[src/rtl/sseg_display_arbiter_if.sv]
// Bundles the requester-side and display-side signals of the seven-segment
// display arbiter.
//   master : pattern generators (drive req/pat0..2, observe grant/switch_p)
//   slave  : the arbiter (drives grant, in0..in3, switch_p)
interface sseg_display_arbiter_if;
  logic [2:0]  req;
  logic [31:0] pat0;
  logic [31:0] pat1;
  logic [31:0] pat2;
  logic [2:0]  grant;
  logic [7:0]  in0;
  logic [7:0]  in1;
  logic [7:0]  in2;
  logic [7:0]  in3;
  logic        switch_p;

  modport master (
    output req, pat0, pat1, pat2,
    input  grant, in0, in1, in2, in3, switch_p
  );

  modport slave (
    input  req, pat0, pat1, pat2,
    output grant, in0, in1, in2, in3, switch_p
  );
endinterface

[src/rtl/sseg_display_arbiter.sv]
// Round-robin owner selection for the 4-digit seven-segment display.
// Three requesters each offer a 32-bit pattern (byte K = digit K). The owner
// keeps the display for at least DWELL cycles unless it releases early; the
// owner's pattern is registered onto in0..in3 each cycle, BLANK when idle.
// Ports:
//   clk      : system clock
//   reset    : synchronous, active-high
//   bus      : slave side of sseg_display_arbiter_if
//              (req, pat0..2 in; grant, in0..in3, switch_p out)
//
// state | meaning
// IDLE  | nobody owns the display, grant = 0, digits blanked
// OWN   | requester 'owner' holds the display, grant one-hot
module sseg_display_arbiter #(
  parameter int unsigned DWELL = 50_000_000,
  parameter logic [7:0]  BLANK = 8'hFF
) (
  input  logic                  clk,
  input  logic                  reset,
  sseg_display_arbiter_if.slave bus
);

  localparam int unsigned CW = $clog2(DWELL);
  localparam logic [CW-1:0] CNT_MAX = CW'(DWELL - 1);

  typedef enum logic {IDLE, OWN} state_t;

  state_t        state_q, state_n;
  logic [1:0]    owner_q, owner_n;
  logic [1:0]    last_q, last_n;
  logic [CW-1:0] cnt_q, cnt_n;
  logic [2:0]    grant_q, grant_n;
  logic [2:0]    pick_any, pick_oth;
  logic [2:0]    others;
  logic [31:0]   sel_pat;

  function automatic logic [1:0] next3(input logic [1:0] p);
    return (p == 2'd2) ? 2'd0 : p + 2'd1;
  endfunction

  // Returns {found, index}; search order p+1, p+2, p (mod 3).
  function automatic logic [2:0] rr_pick(input logic [1:0] p, input logic [2:0] r);
    logic [1:0] c1, c2;
    c1 = next3(p);
    c2 = next3(c1);
    if (r[c1])     return {1'b1, c1};
    else if (r[c2]) return {1'b1, c2};
    else if (r[p])  return {1'b1, p};
    else            return 3'b000;
  endfunction

  // Masking out the owner lets one search cover both the early-release and
  // the dwell-expired cases: the owner itself can never win.
  assign others   = bus.req & ~(3'b001 << owner_q);
  assign pick_any = rr_pick(last_q, bus.req);
  assign pick_oth = rr_pick(owner_q, others);

  always_comb begin
    state_n = state_q;
    owner_n = owner_q;
    last_n  = last_q;
    cnt_n   = cnt_q;
    case (state_q)
      IDLE: begin
        if (pick_any[2]) begin
          state_n = OWN;
          owner_n = pick_any[1:0];
          last_n  = pick_any[1:0];
          cnt_n   = '0;
        end
      end
      OWN: begin
        if (!bus.req[owner_q]) begin
          cnt_n = '0;
          if (pick_oth[2]) begin
            owner_n = pick_oth[1:0];
            last_n  = pick_oth[1:0];
          end else begin
            state_n = IDLE;
          end
        end else if (cnt_q != CNT_MAX) begin
          cnt_n = cnt_q + 1'b1;
        end else if (pick_oth[2]) begin
          owner_n = pick_oth[1:0];
          last_n  = pick_oth[1:0];
          cnt_n   = '0;
        end
      end
      default: state_n = IDLE;
    endcase
    grant_n = (state_n == OWN) ? (3'b001 << owner_n) : 3'b000;
  end

  always_comb begin
    sel_pat = bus.pat0;
    case (owner_q)
      2'd1:    sel_pat = bus.pat1;
      2'd2:    sel_pat = bus.pat2;
      default: sel_pat = bus.pat0;
    endcase
  end

  always_ff @(posedge clk) begin
    if (reset) begin
      state_q      <= IDLE;
      owner_q      <= 2'd0;
      last_q       <= 2'd2;
      cnt_q        <= '0;
      grant_q      <= 3'b000;
      bus.switch_p <= 1'b0;
    end else begin
      state_q      <= state_n;
      owner_q      <= owner_n;
      last_q       <= last_n;
      cnt_q        <= cnt_n;
      grant_q      <= grant_n;
      bus.switch_p <= (grant_n != grant_q);
    end
  end

  // Display follows the current (registered) owner, so it lags grant by one
  // cycle but tracks live pattern changes.
  always_ff @(posedge clk) begin
    if (reset || state_q != OWN) begin
      bus.in0 <= BLANK;
      bus.in1 <= BLANK;
      bus.in2 <= BLANK;
      bus.in3 <= BLANK;
    end else begin
      bus.in0 <= sel_pat[7:0];
      bus.in1 <= sel_pat[15:8];
      bus.in2 <= sel_pat[23:16];
      bus.in3 <= sel_pat[31:24];
    end
  end

  assign bus.grant = grant_q;

endmodule

[src/flat_wrapper.sv]
// flat-port wrapper written by rule: the top's interface ports become plain ports
module sseg_display_arbiter_flat 
#(
  parameter int unsigned DWELL = 50_000_000,
  parameter logic [7:0]  BLANK = 8'hFF
)
  (clk, reset, bus_req, bus_pat0, bus_pat1, bus_pat2, bus_grant, bus_in0, bus_in1, bus_in2, bus_in3, bus_switch_p);
  sseg_display_arbiter_if bus_i ();
  input  logic clk;
  input  logic reset;
  input wire logic [$bits(bus_i.req)-1:0] bus_req;
  input wire logic [$bits(bus_i.pat0)-1:0] bus_pat0;
  input wire logic [$bits(bus_i.pat1)-1:0] bus_pat1;
  input wire logic [$bits(bus_i.pat2)-1:0] bus_pat2;
  output wire logic [$bits(bus_i.grant)-1:0] bus_grant;
  output wire logic [$bits(bus_i.in0)-1:0] bus_in0;
  output wire logic [$bits(bus_i.in1)-1:0] bus_in1;
  output wire logic [$bits(bus_i.in2)-1:0] bus_in2;
  output wire logic [$bits(bus_i.in3)-1:0] bus_in3;
  output wire logic [$bits(bus_i.switch_p)-1:0] bus_switch_p;
  assign bus_i.req = bus_req;
  assign bus_i.pat0 = bus_pat0;
  assign bus_i.pat1 = bus_pat1;
  assign bus_i.pat2 = bus_pat2;
  assign bus_grant = bus_i.grant;
  assign bus_in0 = bus_i.in0;
  assign bus_in1 = bus_i.in1;
  assign bus_in2 = bus_i.in2;
  assign bus_in3 = bus_i.in3;
  assign bus_switch_p = bus_i.switch_p;
  sseg_display_arbiter #(.DWELL(DWELL), .BLANK(BLANK)) u_core (.clk(clk), .reset(reset), .bus(bus_i));
endmodule
[config.mk]
export PLATFORM = sky130hd
export DESIGN_NAME = sseg_display_arbiter_flat
export DESIGN_NICKNAME = d
export VERILOG_FILES = /design/src/rtl/sseg_display_arbiter_if.sv /design/src/rtl/sseg_display_arbiter.sv /design/src/flat_wrapper.sv
export SDC_FILE = /design/constraint.sdc
export NUM_CORES = 1
export LEC_CHECK = 0
export ABC_CLOCK_PERIOD_IN_PS = 3000
export BUFFER_PORTS_ARGS = -buffer_cell sky130_fd_sc_hd__buf_2
export CORE_MARGIN = 2
export CORE_UTILIZATION = 48
export DETAILED_ROUTE_END_ITERATION = 6
export GPL_TIMING_DRIVEN = 0
export PLACE_DENSITY = 0.84
export RECOVER_POWER = 100
export SLEW_MARGIN = 20
export SYNTH_ARGS = -nofsm -noshare
export SYNTH_HDL_FRONTEND = slang
export SYNTH_SLANG_ARGS = --single-unit
export TNS_END_PERCENT = 100
[constraint.sdc]
create_clock -name clk -period 3 [get_ports clk]
set_input_delay 0.45 -clock clk [delete_from_list [all_inputs] [get_ports clk]]
set_output_delay 0.45 -clock clk [all_outputs]
set_load 0.02 [all_outputs]
=== After elaboration in Yosys (flattened, before gate mapping) ===
Cells that the tools add are included.

* $add $sub $neg: 5
* Order comparisons: 6
* Equal/unequal tests: 10
* Shifts and indexed selects: 2
* Mux-type cells: 45
* Bitwise logic cells: 3
* Reductions and logical operators: 3

{| class="wikitable"
|+ Operators by type and width
! operator !! count
|-
| 2-to-1 mux 26 bit || 4
|-
| one-hot mux 32 bit (2 select lines) || 1
|-
| one-hot mux 26 bit (2 select lines) || 1
|-
| adder 26 x 1 -> 26 bit (second input constant) || 1
|-
| != test 26 bit (second input constant) || 1
|-
| 2-to-1 mux 2 bit || 12
|-
| 2-to-1 mux 3 bit || 7
|-
| < comparator 2 x 3 -> 1 bit (second input constant) || 6
|-
| binary-select mux 1 bit (select 2 bit) || 7
|-
| 2-to-1 mux 1 bit || 10
|-
| adder 2 x 1 -> 2 bit (second input constant) || 4
|-
| == test 2 bit (second input constant) || 4
|-
| one-hot mux 2 bit (2 select lines) || 2
|-
| << shifter 1 x 2 -> 3 bit (first input constant) || 2
|-
| != test 4 bit (second input constant) || 1
|-
| AND reduction 2 bit || 2
|-
| AND 3 bit || 1
|-
| != test 3 bit || 1
|-
| != test 3 bit (second input constant) || 1
|-
| NOT 3 bit || 1
|-
| == test 2 x 1 -> 1 bit (second input constant) || 1
|-
| != test 2 x 1 -> 1 bit (second input constant) || 1
|-
| one-hot mux 1 bit (2 select lines) || 1
|-
| logical OR 1 bit || 1
|-
| NOT 1 bit || 1
|}

* Flip-flop bits (word level): 67
* Output and inout port bits: 36
* Word-level logic and storage cells: 84

=== Logic depth before layout (Yosys ltp) ===
Gate-level depths: netlist of the first run.

* Word-level depth: 15
* Depth in mapped cells: 11

=== Worst setup path after synthesis of the first run ===
OpenSTA, ideal clock, no wires.

* Path kind: reg-to-reg
* Start point: reg u_core.owner_q[0]
* End point: reg u_core.bus.switch_p
* Data arrival time: 2.110 ns
* Required time: 2.865 ns
* Slack: 0.756 ns
* Stages on the path, launching flop included: 11
* Path buffers: 1
* Cells stage by stage: dfxtp_1 -> inv_1 -> ha_1 -> clkbuf_1 -> nor2b_1 -> o31a_1 -> nor4_2 -> a21o_1 -> or4b_1 -> o21ai_1 -> a31oi_1

* Longest elaborated chain between the ends: 15
* Elaborated cells on any way between the ends: 31
* Those cells by class: add/sub (2); eq/ne (3); shift (2); mux (22); bitwise (2)

{| class="wikitable"
|+ RTL lines
! what !! line !! text
|-
| start: declaration || sseg_display_arbiter.sv:29 || <nowiki>logic [1:0] owner_q, owner_n;</nowiki>
|-
| start signal: assignment || sseg_display_arbiter.sv:113 || <nowiki>owner_q <= owner_n;</nowiki>
|-
| adder 2 x 1 -> 2 bit (tied with other cells) || sseg_display_arbiter.sv:38 || <nowiki>return (p == 2'd2) ? 2'd0 : p + 2'd1;</nowiki>
|-
| 2-to-1 mux 2 bit / NOT 3 bit (equally long branches) || sseg_display_arbiter.sv:38, sseg_display_arbiter.sv:54 ||
|-
| adder 2 x 1 -> 2 bit (tied with other cells) || sseg_display_arbiter.sv:38 ||
|-
| 2-to-1 mux 2 bit / binary-select mux 1 bit (select 2 bit) (equally long branches) || sseg_display_arbiter.sv:38, sseg_display_arbiter.sv:48 ||
|-
| binary-select mux 1 bit (select 2 bit) / 2-to-1 mux 1 bit (equally long branches) || sseg_display_arbiter.sv:47, sseg_display_arbiter.sv:48 ||
|-
| 2-to-1 mux 1 bit (not written as such) / 2-to-1 mux 3 bit (equally long branches) || sseg_display_arbiter.sv:47, sseg_display_arbiter.sv:48 ||
|-
| 2-to-1 mux 3 bit || sseg_display_arbiter.sv:47 || <nowiki>else if (r[c2]) return {1'b1, c2};</nowiki>
|-
| 2-to-1 mux 3 bit || sseg_display_arbiter.sv:46 || <nowiki>if (r[c1]) return {1'b1, c1};</nowiki>
|-
| 2-to-1 mux 2 bit || sseg_display_arbiter.sv:75, sseg_display_arbiter.sv:83 ||
|-
| 2-to-1 mux 2 bit || sseg_display_arbiter.sv:81 || <nowiki>end else if (cnt_q != CNT_MAX) begin</nowiki>
|-
| 2-to-1 mux 2 bit || sseg_display_arbiter.sv:73 || <nowiki>if (!bus.req[owner_q]) begin</nowiki>
|-
| one-hot mux 2 bit (2 select lines) || sseg_display_arbiter.sv:63 || <nowiki>case (state_q)</nowiki>
|-
| << shifter 1 x 2 -> 3 bit || sseg_display_arbiter.sv:91 || <nowiki>grant_n = (state_n == OWN) ? (3'b001 << owner_n) : 3'b000;</nowiki>
|-
| 2-to-1 mux 3 bit (*) || sseg_display_arbiter.sv:91 ||
|-
| != test 3 bit (*) || sseg_display_arbiter.sv:117 || <nowiki>bus.switch_p <= (grant_n != grant_q);</nowiki>
|-
| end signal: assignment || sseg_display_arbiter.sv:117 ||
|-
| end: declaration || sseg_display_arbiter_if.sv:24 || <nowiki>output grant, in0, in1, in2, in3, switch_p</nowiki>
|}

Mark *: on every way between the ends. The rest lies on a longest branch, timed or not. The select of a mux whose other input is x is not followed.
A chain may end at the register's enable or synchronous reset.

=== Worst setup path after layout of the first run ===
* Start point: reg u_core.owner_q[0]
* End point: reg u_core.cnt_q[19]

* Longest elaborated chain between the ends: 10
* Elaborated cells on any way between the ends: 24
* Those cells by class: add/sub (2); eq/ne (3); shift (1); mux (15); bitwise (2); reduce/logical (1)

{| class="wikitable"
|+ RTL lines
! what !! line !! text
|-
| adder 2 x 1 -> 2 bit (tied with other cells) || sseg_display_arbiter.sv:38 ||
|-
| 2-to-1 mux 2 bit / NOT 3 bit (equally long branches) || sseg_display_arbiter.sv:38, sseg_display_arbiter.sv:54 ||
|-
| adder 2 x 1 -> 2 bit (tied with other cells) || sseg_display_arbiter.sv:38 ||
|-
| 2-to-1 mux 2 bit / binary-select mux 1 bit (select 2 bit) (equally long branches) || sseg_display_arbiter.sv:38, sseg_display_arbiter.sv:48 ||
|-
| binary-select mux 1 bit (select 2 bit) / 2-to-1 mux 1 bit (equally long branches) || sseg_display_arbiter.sv:47, sseg_display_arbiter.sv:48 ||
|-
| 2-to-1 mux 1 bit (not written as such) / 2-to-1 mux 3 bit (equally long branches) || sseg_display_arbiter.sv:47, sseg_display_arbiter.sv:48 ||
|-
| 2-to-1 mux 3 bit || sseg_display_arbiter.sv:47 ||
|-
| 2-to-1 mux 3 bit || sseg_display_arbiter.sv:46 ||
|-
| != test 4 bit (no source line) || n/a ||
|-
| AND reduction 2 bit (no source line) || n/a ||
|-
| end signal: assignment || sseg_display_arbiter.sv:115 || <nowiki>cnt_q <= cnt_n;</nowiki>
|-
| end: declaration || sseg_display_arbiter.sv:31 || <nowiki>logic [CW-1:0] cnt_q, cnt_n;</nowiki>
|}

Parallel ways exist; a longest one is shown, timed or not. The select of a mux whose other input is x is not followed.

==> reports/results.tsv, run 1 <==
stage	metric	value	unit
critical_path	reg2reg_to	u_core.cnt_q[19]	
clock_network	cts_resized	0	
logic_synthesis	yosysMostFrequentCell	nand2_1	
critical_path	cp-startpoint	u_core.owner_q[0]	
final_layout	antenna_cells	0	
grt	grt_pass1_wl	14.5	mm
logic_synthesis	ys_seq_elements	67	
critical_path	slowest_delay	0.47	ns
floorplanning	die_y	87.6	µm
status	status	finished clean	
sta	max_freq	374	MHz
clock_network	path_clk_slew	0.07	ns
placed_design	routabilityCongestion	0.859	
clock_network	cts_hold_repair.buffers	0	
clock_network	cts_root_buffer	clkbuf_8	
power	power.switching	787	µW
clock_network	clk_latency	0.35	ns
power	p_leak	1.70	nW
critical_path	cp.required	3.24	ns
critical_path	critPathMaxFanout	10	
power	p_comb_share	26.2	%
sta	fin_tns_setup	0	ns
logic_synthesis	synth_edf_count	0	
sta	fin_crit_sh	89.1	%
floorplanning	start_util	49.6	%
logic_synthesis	syn_area	3350	µm²
logic_synthesis	yosysSeqAreaShare	40.0	%
grt	gr-total-overflow	0	
clock_network	cts_made_buffers	9	
power	swShare	33.2	%
critical_path	path_class	reg -> reg	
sta	finalHoldViolations	0	
logic_synthesis	avgSynthCellArea	8.17	µm²
logic_synthesis	ys.flop_type	dfxtp_1	
floorplanning	fp.coreArea	6760	µm²
floorplanning	io_pins	137	
floorplanning	num_rows	30	
final_layout	fin_nets	662	
clock_network	cts_tree	done	
logic_synthesis	yosysTopAreaCellShare	40.0	%
grt	grt_pass1_vias	3390	
clock_network	clockBufferDepth	2	
critical_path	r2r_cells	11	
drt	antenna_left	0	
floorplanning	die-area	7670	µm²
min_path	hold_class	in -> reg	
critical_path	crit_slowest_cell	dfxtp_1	
clock_network	h-tree-depth	3	
placed_design	dp.cells	625	
final_layout	area_growth	27.5	%
final_layout	layout.cells.non_filler	641	
run	max_cap_viol_count	0	
sta	period_needed	2.67	ns
final_layout	layout-drive-gt1-share	23.9	%
power	intPower	1.58	mW
drt	via_per_inst	5.37	
floorplanning	die_w	87.6	µm
drt	drc	0	
power	irDropWorstVdd	0.457	mV
logic_synthesis	yosys_warnings	0	
sta	final_max_slew_viol_count	0	
critical_path	crit_arrival	2.91	ns
critical_path	endpoint	u_core.cnt_q[19]	
placed_design	dp_hpwl	6.94	mm
logic_synthesis	syn_nets	516	
drt	routed_wl	9.05	mm
logic_synthesis	synth_area_leader_cell	dfxtp_1	
drt	via_count	3445	
placed_design	placed_area	4130	µm²
power	clkPwrFrac	32.1	%
logic_synthesis	synth_cells	410	
drt	dr.pass1.iters	5	
critical_path	startpoint_type	register	
critical_path	r2r-start	u_core.owner_q[0]	
logic_synthesis	synth.top_cells.by_count	nand2_1 (76), dfxtp_1 (67), o21ai_0 (39)	
sta	clock_skew	0.00615	ns
grt	antenna_found_initial	0	
placed_design	portBuffers	135	
power	p_seq_share	41.7	%
clock_network	postCtsSetupBuffers	0	
logic_synthesis	async_flop_share	0	%
drt	wl_per_cell	14.1	µm
critical_path	crit_chain	inv_1 > ha_1 > clkbuf_1 > nor2b_1 > o31a_1 > nor4_2 > a31oi_4 > nor2_1 > nor2_2 > buf_6 > nor2_1	
sta	slew_headroom	57.6	%
grt	grtUsageTotal	24.0	%
final_layout	final_area	4270	µm²
power	power_density	555	nW/µm²
grt	grt_max_degree	13	
clock_network	clock-sinks	67	
logic_synthesis	ys_types	52	
sta	setup_viol	0	
drt	drt_iter0_markers	138	
critical_path	cpMostUsedCell	nor2_1	
critical_path	end_kind	register	
sta	rsz0062_at_grt	no	
critical_path	r2r_slack	0.33	ns
logic_synthesis	ys_top_cells_by_area	dfxtp_1 (40%), nand2_1 (8.5%), a22oi_1 (7.2%)	
sta	worst_pin_slew	0.635	ns
## critical path, delay by kind of cell, from the launching register on
family | cells | cell delay, ns
compound gates | 2 | 0.51
flops | 1 | 0.47
fa+ha+maj | 1 | 0.22
buf+inv | 3 | 0.55
simple gates | 5 | 0.82
## through the flow
stage / total power, mW / utilization [%] / hold WS [ns] / setup WS [ns]
final: 2.37 / 63.2 / 0.312 / 0.326
after global routing: 2.50 / 63.2 / 0.309 / 0.163
after CTS: 2.39 / 64.1 / 0.295 / 0.405
after detailed placement: 1.64 / 61.1 / 0.488 / 0.428
after global placement: 1.62 / 61.1 / 0.493 / 0.483
after floorplan: 1.42 / - / 0.460 / 0.756
## worst min-delay path by stage
stage / cells past startpoint / endpoint / slack (ns) / from
CTS: 3 / u_core.bus.in0[7] / 0.29 / bus_pat0[7]
global placement: 1 / u_core.cnt_q[6] / 0.49 / u_core.cnt_q[6]
finish: 3 / u_core.bus.in0[7] / 0.31 / bus_pat0[7]
floorplan: 1 / u_core.cnt_q[6] / 0.46 / u_core.cnt_q[6]
detailed placement: 1 / u_core.cnt_q[6] / 0.49 / u_core.cnt_q[6]
global route: 3 / u_core.bus.in2[5] / 0.31 / bus_pat0[21]
## power groups by stage
stage	logic [mW]	clock network, mW	registers, mW
after floorplan	0.353	0	1.07
after global placement	0.614	0	1.00
after detailed placement	0.632	0	1.01
after CTS	0.635	0.773	0.987
after global routing	0.693	0.813	0.995
final	0.622	0.761	0.988
## registers in the layout (all words and copies together), names as in the netlist
name	cells
u_core.bus.in0	8
u_core.bus.in1	8
u_core.bus.grant	3
u_core.bus.in3	8
u_core.last_q	2
u_core.owner_q	2
u_core.bus.in2	8
u_core.bus.switch_p	1
u_core.state_q	1
u_core.cnt_q	26
## routing by layer
metal / vias to the layer above / wire (µm) / part of all wire [%] / GRT usage [%]
li1: 1727 / - / - / -
met5: - / 0 / 0 / 0
met3: 24 / 732 / 8.1 / 9.14
met2: 125 / 4400 / 49 / 39.5
met1: 1569 / 3680 / 41 / 27.6
met4: 0 / 241 / 2.7 / 11.5
## cell usage in the layout, fill, tap and decap left out, types with 3 or more instances in the layout
cell | synthesis | layout
nand2_1 | 76 | 76
and4_1 | 3 | 3
a21oi_1 | 9 | 10
nor2_1 | 37 | 38
o22ai_1 | 3 | 3
xor2_1 | 12 | 12
nand2b_1 | 4 | 4
clkbuf_1 | 16 | 54
clkbuf_8 | 0 | 10
nor4_2 | 3 | 3
nand4_1 | 11 | 11
a22oi_1 | 32 | 32
dfxtp_1 | 67 | 67
or3_1 | 4 | 4
buf_6 | 4 | 4
and3_1 | 5 | 5
a21o_1 | 3 | 3
nor3_1 | 5 | 5
buf_2 | 2 | 100
inv_1 | 8 | 8
nor2b_1 | 8 | 8
o21ai_0 | 39 | 39
xnor2_1 | 12 | 12
ha_1 | 5 | 5
nand3_1 | 9 | 9
## cells by family (layout without fill, tap and decap cells)
family,after synthesis,in the layout,share of synthesized area (%)
xor+xnor,24,24,6.27
flops,67,67,40.0
compound gates,100,100,19.6
fa+ha+maj,5,5,1.87
buf+inv,32,183,4.56
simple gates,180,180,27.1
mux,2,2,0.597
## final cells by class
class	count	area (µm²)
multi-input combinational	311	1850
clock inverter	6	65.1
buffer	24	123
timing repair buffer	135	631
inverter	8	30.0
clock buffer	10	138
tap	80	100
sequential	67	1340
fill	599	2480
(Power assumes the default switching activity.)
==> inputs of run 2 (changes only) <==
--- a/config.mk
+++ b/config.mk
@@ -7,7 +7,7 @@
 export LEC_CHECK = 0
 export ABC_CLOCK_PERIOD_IN_PS = 3000
 export BUFFER_PORTS_ARGS = -buffer_cell sky130_fd_sc_hd__buf_2
-export CORE_MARGIN = 2
+export CORE_MARGIN = 8
 export CORE_UTILIZATION = 48
 export DETAILED_ROUTE_END_ITERATION = 6
 export GPL_TIMING_DRIVEN = 0
==> reports/results.tsv, run 2 (same netlist as run 1, synthesis figures left out) <==
stage	metric	value	unit	change
status	status	finished clean		
sta	slew_headroom	58.7	%	+1.1 points
grt	grt_pass1_vias	3554		+4.8%
critical_path	end_kind	register		
drt	via_per_inst	5.21		-3.0%
min_path	hold_path_end	u_core.bus.in3[0]		
clock_network	cts_made_buffers	9		unchanged
grt	grtUsageTotal	19.7	%	-4.3 points
clock_network	cts_hold_repair.buffers	0		unchanged
drt	antenna_left	0		unchanged
sta	hold-worst-slack	0.312	ns	-0.000595 ns
min_path	min-delay-start	bus_pat0[24]		
sta	max_freq	375	MHz	+0.25%
critical_path	cp.required	3.24	ns	about the same
critical_path	startpoint_type	register		
sta	finalHoldViolations	0		unchanged
critical_path	critPathMaxFanout	10		unchanged
sta	worst_pin_slew	0.619	ns	-0.0161 ns
floorplanning	fp.coreArea	6790	µm²	+0.56%
placed_design	placed_area	4150	µm²	+0.49%
sta	period_needed	2.67	ns	-0.00654 ns
critical_path	crit_slowest_cell	dfxtp_1		
critical_path	r2r_slack	0.33	ns	about the same
sta	fin_tns_setup	0	ns	unchanged
min_path	hold_depth	3		unchanged
sta	setup_viol	0		unchanged
clock_network	h-tree-depth	3		unchanged
critical_path	cpMostUsedCell	nor2_1		
final_layout	top_register	u_core.cnt_q		
floorplanning	num_rows	30		unchanged
drt	routed_wl	9.87	mm	+9.0%
placed_design	portBuffers	135		unchanged
floorplanning	die-area	9910	µm²	+29%
critical_path	slowest_delay	0.48	ns	about the same
grt	grt_pass1_wl	16.0	mm	+9.9%
final_layout	layout-drive-gt1-share	23.9	%	unchanged
sta	rsz0062_at_grt	no		
sta	fin_ws	0.333	ns	+0.00654 ns
floorplanning	die_w	99.6	µm	+14%
critical_path	r2r-start	u_core.owner_q[0]		
final_layout	final_cell_mix	buf_2 (101), nand2_1 (76), dfxtp_1 (67)		
sta	fin_crit_sh	88.9	%	-0.22 points
floorplanning	start_util	49.3	%	-0.27 points
drt	drt_iter0_markers	184		+33%
sta	clock_skew	0.00935	ns	+0.00320 ns
drt	via_count	3429		-0.46%
grt	grt_max_degree	13		unchanged
final_layout	largest_register_ffs	26		unchanged
drt	drc	0		unchanged
clock_network	cts_tree	done		
critical_path	crit_arrival	2.91	ns	about the same
floorplanning	io_pins	137		unchanged
min_path	hold_class	in -> reg		
placed_design	pre_cts_slack	0.447	ns	+0.0198 ns
critical_path	reg2reg_to	u_core.cnt_q[8]		
clock_network	cts_resized	0		unchanged
critical_path	crit_chain	inv_1 > ha_1 > clkbuf_1 > nor2b_1 > o31a_1 > nor4_2 > a31oi_4 > nor2_1 > nor2_2 > buf_6 > nor2_1		
clock_network	clockBufferDepth	2		unchanged
power	irDropWorstVdd	0.352	mV	-23%
sta	final_max_slew_viol_count	0		unchanged
power	power	2.37	mW	about the same
drt	dr.pass1.iters	5		unchanged
power	p_leak	1.70	nW	-0.24%
clock_network	clk_latency	0.35	ns	about the same
placed_design	routabilityCongestion	0.885		+3.0%
clock_network	path_clk_slew	0.08	ns	about the same
clock_network	cts_root_buffer	clkbuf_8		
final_layout	mostFrequentLayoutCell	buf_2		
grt	antenna_found_initial	1		+1
power	power_density	553	nW/µm²	-0.44%
final_layout	final_area	4290	µm²	+0.50%
final_layout	area_growth	28.2	%	
placed_design	dp_hpwl	7.84	mm	+13%
grt	gr-total-overflow	0		unchanged
clock_network	clock-sinks	67		unchanged
floorplanning	die_y	99.6	µm	+14%
critical_path	r2r_cells	11		unchanged
final_layout	fin_nets	662		unchanged
run	max_cap_viol_count	0		unchanged
critical_path	path_class	reg -> reg		
clock_network	postCtsSetupBuffers	0		unchanged
drt	wl_per_cell	15.0	µm	+6.2%
run 2: layout make-up:
type	instances	area (µm²)
clock buffers	10	138
clock inverters	6	63.8
multi-input cells	311	1850
plain buffers	24	123
flip-flops and latches	67	1340
diodes	1	2.50
well taps	96	120
repair buffers	135	631
inverters	8	30.0
fillers	623	2500
run 2: stage by stage:
stage               cells  util (%)
global route          658      63.2
detailed placement    641      61.0
global placement      641      61.0
floorplan             410         -
CTS                   657      64.0
finish                658      63.2
run 2: how the worst max path moves through the flow:
stage	startpoint	to	slack, ns	depth (start not counted)
after detailed placement	u_core.owner_q[0]	u_core.cnt_q[8]	0.45	11
after floorplan	u_core.owner_q[0]	u_core.bus.switch_p	0.76	10
final	u_core.owner_q[0]	u_core.cnt_q[8]	0.33	11
after global routing	u_core.owner_q[0]	u_core.cnt_q[20]	0.11	11
after global placement	u_core.owner_q[0]	u_core.bus.switch_p	0.52	10
after CTS	u_core.owner_q[0]	u_core.cnt_q[22]	0.42	11
run 2: routing by layer:
metal  up-vias  GRT usage, %  part of all wire (%)
met5         -             0                     0
met4         0          8.96                   2.4
met3        21          9.15                    10
met2       119          33.9                    49
met1      1562          19.8                    38
li1       1727             -                     -
run 2: where the power goes:
group          internal [mW]  switching, mW  total (mW)
clock                  0.406          0.362       0.769
combinational          0.227          0.390       0.617
sequential             0.952         0.0348       0.987
total                   1.59          0.788        2.37
run 2: critical path: cells and delay by family (launching register included):
family,cells,cell delay [ns]
AO/OA/AOI/OAI,2,0.52
buffers and inverters,3,0.53
AND/OR/NAND/NOR,5,0.81
adder cells (fa/ha/maj),1,0.23
flip-flops,1,0.48
